==> src/rtl/uart_rx_fifo.sv <==
// uart_rx_fifo: receive byte FIFO between the UART receiver and the CSR port.
// Define UART_RX_FIFO_IRQ_EN to add the irq_o level interrupt.
package uart_rx_fifo_pkg;
  typedef logic [11:0] CsrAddrT;
  typedef logic [4:0]  r;
  typedef logic [31:0] word;
  typedef enum logic [2:0] {
    CSRRW  = 3'b001,
    CSRRS  = 3'b010,
    CSRRC  = 3'b011,
    CSRRWI = 3'b101,
    CSRRSI = 3'b110,
    CSRRCI = 3'b111
  } csr_op_t;
endpackage

module uart_rx_fifo
  import uart_rx_fifo_pkg::*;
#(
  parameter int      DEPTH       = 16,
  parameter CsrAddrT DATA_ADDR   = 12'h52,
  parameter CsrAddrT STATUS_ADDR = 12'h53,
  parameter int      IRQ_LEVEL   = 1
) (
  input  logic    clk_i,
  input  logic    reset_ni,
  input  logic    rx_valid,
  input  logic [7:0] rx_data,
  input  logic    csr_enable,
  input  CsrAddrT csr_addr,
  input  r        rs1_zimm,
  input  word     rs1_data,
  input  csr_op_t csr_op,
  output word     csr_data_out
`ifdef UART_RX_FIFO_IRQ_EN
  ,
  output logic    irq_o
`endif
);

  localparam int AW = $clog2(DEPTH);
  localparam int CW = AW + 1;

  logic [7:0]    mem [DEPTH];
  logic [AW-1:0] wp;
  logic [AW-1:0] rp;
  logic [CW-1:0] count;
  logic [CW-1:0] count_n;
  logic          ovf;
  logic          ovf_n;

  logic data_sel;
  logic stat_sel;
  logic empty;
  logic full;
  logic pop;
  logic push;
  logic drop;
  logic clr_bit;
  logic clr;
  logic unused_ok;

  assign data_sel = csr_addr == DATA_ADDR;
  assign stat_sel = csr_addr == STATUS_ADDR;
  assign empty    = count == '0;
  assign full     = count == CW'(DEPTH);
  assign pop      = csr_enable && data_sel && !empty;
  assign push     = rx_valid && (!full || pop);
  assign drop     = rx_valid && full && !pop;

  // I-variants (op[2]=1) take the zero-extended immediate.
  assign clr_bit  = csr_op[2] ? rs1_zimm[0] : rs1_data[0];
  assign clr      = csr_enable && stat_sel && clr_bit;

  // Only bit 0 of the operand matters for write-1-to-clear.
  assign unused_ok = ^{rs1_data[31:1], rs1_zimm[4:1]};

  // Next fill level and next sticky overflow; a drop beats a clear.
  always_comb begin
    count_n = count;
    ovf_n   = ovf;
    if (push && !pop) count_n = count + CW'(1);
    if (!push && pop) count_n = count - CW'(1);
    if (clr)  ovf_n = 1'b0;
    if (drop) ovf_n = 1'b1;
  end

  // Byte storage; stale contents are harmless since pointers reset.
  always_ff @(posedge clk_i) begin
    if (push) mem[wp] <= rx_data;
  end

  // Pointers, level and overflow flag with synchronous reset.
  always_ff @(posedge clk_i) begin
    if (!reset_ni) begin
      wp    <= '0;
      rp    <= '0;
      count <= '0;
      ovf   <= 1'b0;
    end else begin
      if (push) wp <= wp + AW'(1);
      if (pop)  rp <= rp + AW'(1);
      count <= count_n;
      ovf   <= ovf_n;
    end
  end

`ifdef UART_RX_FIFO_IRQ_EN
  // Level interrupt tracks the post-edge fill level and overflow.
  always_ff @(posedge clk_i) begin
    if (!reset_ni) irq_o <= 1'b0;
    else irq_o <= (count_n >= CW'(IRQ_LEVEL)) || ovf_n;
  end
`endif

  // CSR read mux; driven regardless of csr_enable.
  always_comb begin
    csr_data_out = '0;
    unique case (1'b1)
      data_sel: if (!empty) csr_data_out = {1'b1, 23'b0, mem[rp]};
      stat_sel: csr_data_out = {16'b0, 8'(count), 5'b0, full, empty, ovf};
      default: ;
    endcase
  end

endmodule

==> config.mk <==
export PLATFORM = sky130hd
export DESIGN_NAME = uart_rx_fifo
export DESIGN_NICKNAME = d
export VERILOG_FILES = /design/src/rtl/uart_rx_fifo.sv
export SDC_FILE = /design/constraint.sdc
export NUM_CORES = 1
export LEC_CHECK = 0
export CORE_MARGIN = 2
export CORE_UTILIZATION = 54
export DETAILED_ROUTE_END_ITERATION = 12
export GPL_TIMING_DRIVEN = 0
export PLACE_DENSITY = 0.8
export SYNTH_ARGS = -nofsm -noshare
export SYNTH_HDL_FRONTEND = slang
export SYNTH_SLANG_ARGS = --single-unit
==> constraint.sdc <==
create_clock -name clk_i -period 3.7 [get_ports clk_i]
set_input_delay 1.11 -clock clk_i [delete_from_list [all_inputs] [get_ports clk_i]]
set_output_delay 1.11 -clock clk_i [all_outputs]
set_load 0.02 [all_outputs]
**Word level (Yosys, flattened, before mapping)**

Memory sizes are Yosys's and may differ from the RTL's. A register that Yosys moved wholly into a read port is not among the register bits.
Index checks and enable logic that the tools add are counted.

- Add/subtract/negate cells: 4
- Equality and inequality tests: 3
- Muxes and demuxes: 11
- Reduce and logical (&&, ||, !) cells: 17

Operators by type and width:

| cell | number |
|---|---|
| $pmux 32 s2 | 1 |
| $mux 32 | 1 |
| $eq 12x7->1 const B | 2 |
| $mux 5 | 2 |
| $logic_and 1x1->1 | 9 |
| $add 4x1->4 const B | 2 |
| $mux 4 | 2 |
| $add 5x1->5 const B | 1 |
| $eq 5x5->1 const B | 1 |
| $logic_not 5->1 | 1 |
| $mux 1 | 5 |
| $sub 5x1->5 const B | 1 |
| $logic_not 1->1 | 4 |
| $reduce_bool 2->1 | 2 |
| $logic_or 1x1->1 | 1 |

- Register bits after elaboration: 14
- Bits in writable memories: 128
- Input bits: 64
- Output and inout bits: 32
- Word-level logic and storage cells: 40
- Memories: 1

Memories:

| memory | words | bits a word | read ports | clocked after memory_dff | write ports | RTL line | source |
|---|---|---|---|---|---|---|---|
| mem | 16 | 8 | 1 | 1 | 1 | 44 | `logic [7:0] mem [DEPTH];` |

**Depth between registers and ports, before layout**

- Depth after elaboration: 8
- Mapped depth: 11
- Gate-level depth less buffers: 10

**Least setup slack after synthesis**

No wires, ideal clock.

- Path kind: input -> output
- From: in csr_addr[9]
- To: out csr_data_out[3]
- Arrival time: 2,533 ps
- Required time: 2,590 ps
- Setup slack: 57 ps
- Cell stages on the path: 5
- Path buffers: 1
- Cells stage by stage: nor4b_1 -> and4_1 -> buf_6 -> nand2_1 -> a211oi_1

- Cells in the longest elaborated chain, start to end: 2
- Elaborated cells between the ends (all ways): 3
- Those cells by class: eq/ne (2); mux (1)

RTL lines:

| what | RTL line | source |
|---|---|---|
| from (decl) | 30 | `input CsrAddrT csr_addr,` |
| $eq 12x7->1 (on tied branches) | 64, 63 |  |
| $pmux 32 s2 * | 119 | `unique case (1'b1)` |
| to (decl) | 34 | `output word csr_data_out` |

Every way passes the cells marked *; elsewhere a longest branch is shown, timed or not.

**Worst setup path after layout**

- From: in csr_addr[4]
- To: out csr_data_out[12]

The elaborated chain is that of the path after synthesis.

==> reports/qor.yml <==
setup_path:
  setup.worst_path.end_class: "primary output"
  path_class: "primary input to primary output"
  worstPathArrival_ns: 2.57
  crit_family: "buffers and inverters"
  crit_fanout: 8
  critPathLaunchType: "primary input"
  crit_path_max_incr_delay_ns: 0.45
  cpMaxStageDelayCell: "clkdlybuf4s50_1"
  cp.required_ns: 2.59
  path_cells: "clkdlybuf4s50_1, nor2b_2, and4_4, nand2_1, nor2_1, clkdlybuf4s15_2"
  cp.buffers_inverters: 2
yosys:
  avgSynthCellArea_um2: 17.19
  synth_cell_types: 47
  synth_edf_count: 128
  netlist_area_um2: 6206
  synthCells: 361
  synth_warnings: 0
  async_reset_ff_frac: 0
  ys_seq_area_frac: 0.6774
  ys_ff_latch: 146
  synth_flop_cell: "edfxtp_1"
clock_network:
  tritoncts: "yes"
  cts_buffers: 17
  clk_latency_ns: 0.41
  clockRootBuffer: "clkbuf_16"
  cts_hold_buffers: 0
  cts.clk_slew.worst_paths_ns: 0.06
  htree_levels: 4
  cts_sinks: 146
  clock_path_buffers: 2
floorplanning:
  dieArea_um2: 12370
  start_util: 0.5482
  rows: 39
  die_y_um: 111.2
  pin_count: 96
  coreArea_um2: 11320
  die_w_um: 111.2
placed_design:
  io_buffers: 38
  postPlaceCellArea_um2: 6829
  gp_congestion: 0.7951
  placed_cells: 559
  dp_hpwl_mm: 7.793
cells_and_area:
  final_common_cell: "edfxtp_1"
  post-route-util: 0.6627
  n_antenna_cell: 0
  instances_no_fill: 593
  nNetsFinal: 509
  final_cell_mix: "edfxtp_1, mux4_2, buf_4"
  area_delta_synth_final_pct: 20.89
  fin_area_um2: 7502
  drive_gt1_frac: 0.2822
  nFillCells: 725
pwr:
  power.density_nw_per_um2: 473.5
  finalPower_mw: 3.552
  power_leakage_nw: 2.602
  ir_worst_vdd_v: 0.0003535
timing:
  setup_tns_ns: 0
  maxSlewViolCount: 0
  max_freq_ghz: 0.2719
  period_share: 0.9940
  rsz0062_at_grt: "no"
  max_slew_margin: 0.3894
  min_period_ns: 3.678
  tightest_slew_ns: 0.9125
  setup_viol_count_final: 0
  finalHoldViolCount: 0
  skew_ns: 0.007806
run_status:
  status: "complete, no violations"
routing:
  via_count: 3519
  drt_wl_total_mm: 12.55
  firstDrtPassIters: 5
  ant_nets: 0
  via_per_inst: 5.934
  drt-wirelength-per-cell_um: 21.16
  drt-initial-drc-count: 336
  drc: 0
flow_run:
  drv_cap: 0
global_route:
  grt_max_degree: 17
  grt_pass1_wl_mm: 19.65
  track_usage: 0.2148
  overflow: 0
  grt_pass1_vias: 3478
  antenna_found_initial: 0
min_path:
  min_path_type: "flop to flop"
cell usage after synthesis (all sizes together), types with 2 or more instances:
cell type  instances  area share
edfxtp           128        0.62
mux4              35        0.13
buf               31       0.039
nor2              20       0.012
dfxtp             18       0.058
mux2i             12       0.019
nand2             12      0.0073
a211oi            10       0.012
nand3             10      0.0089
nor3               9      0.0073
a21oi              8      0.0065
ha                 7       0.014
inv                6      0.0036
nand2b             6      0.0060
nor2b              6      0.0060
o21ai              6      0.0048
and3               5      0.0050
clkbuf             4      0.0024
xor2               3      0.0042
a31oi              2      0.0020
nand4              2      0.0020
nor4               2      0.0030
o31ai              2      0.0024
final cells by class:
| type | count | area, um2 | share of cell area |
|---|---|---|---|
| multi-input cells | 190 | 1912 | 0.2548 |
| plain buffers | 34 | 257.7 | 0.03436 |
| inverters | 7 | 28.78 | 0.003836 |
| repair buffers | 42 | 374.1 | 0.04987 |
| flip-flops and latches | 146 | 4204 | 0.5604 |
| well taps | 143 | 178.9 | 0.02385 |
| clock buffers | 17 | 425.4 | 0.05670 |
| clock inverters | 14 | 121.4 | 0.01618 |
report_power, final:
| part | switching, mW | leakage (nW) | total [mW] | internal [mW] |
|---|---|---|---|---|
| registers | 0.00963 | 1.30 | 1.82 | 1.81 |
| logic | 0.0905 | 1.03 | 0.154 | 0.0632 |
| clock network | 0.705 | 0.270 | 1.58 | 0.875 |
routing by layer:
layer | global-route usage | vias up | share of wire
li1 | - | 1563 | -
met1 | 0.2894 | 1775 | 0.41
met2 | 0.3423 | 159 | 0.51
met3 | 0.05577 | 22 | 0.068
met4 | 0.07901 | 0 | 0.017
met5 | 0 | - | 0
through the flow:
| step | hold WS [ns] | setup slack [ns] |
|---|---|---|
| 6_report | 0.4917 | 0.02220 |
| 2_1_floorplan | 0.4441 | 0.05743 |
| 5_1_grt | 0.5162 | 0.002208 |
| 3_3_place_gp | 0.4602 | -0.9618 |
| 4_1_cts | 0.4846 | -0.04982 |
| 3_5_place_dp | 0.4767 | -1.062 |
flip-flops by register name, indices dropped and copies added (netlist names), named ones only:
register	count
mem	128
ovf	1
wp	4
count	5
rp	4
worst paths after layout:
kind	from	end	slack [ns]	cells past startpoint
hold reg to reg	count[4]$_SDFFE_PN0P_	count[4]$_SDFFE_PN0P_	0.49	2
setup reg to reg	count[1]$_SDFFE_PN0P_	count[4]$_SDFFE_PN0P_	0.85	11
setup / recovery	csr_addr[4]	csr_data_out[12]	0.02	6
hold / removal	count[4]$_SDFFE_PN0P_	count[4]$_SDFFE_PN0P_	0.49	2
tightest hold or removal path, stage by stage (launching register included):
cell	delay (ns)
dfxtp_1	0.32
nand2_1	0.06
mux2i_1	0.06
kinds of logic (layout without fill, tap and decap cells):
logic type	Yosys count	in the layout	synth area share
flip-flops	146	146	0.6774
AND/OR/NAND/NOR	77	77	0.06391
multiplexers	47	47	0.1518
buffers and inverters	42	114	0.04597
AO/OA/AOI/OAI	38	38	0.04194
adder cells (fa/ha/maj)	7	7	0.01411
XOR/XNOR	3	3	0.004235
other	1	18	0.0006043
what timing repair did:
item | CTS | global route
pin swaps | 5 | 3
setup buffers | 4 | 0
endpoints found under the hold margin | 0 | 0
cloned | 0 | 0
gates resized for setup | 78 | 20
setup endpoints to repair | 46 | 12
Note: power is estimated with default switching activity, not from simulation.
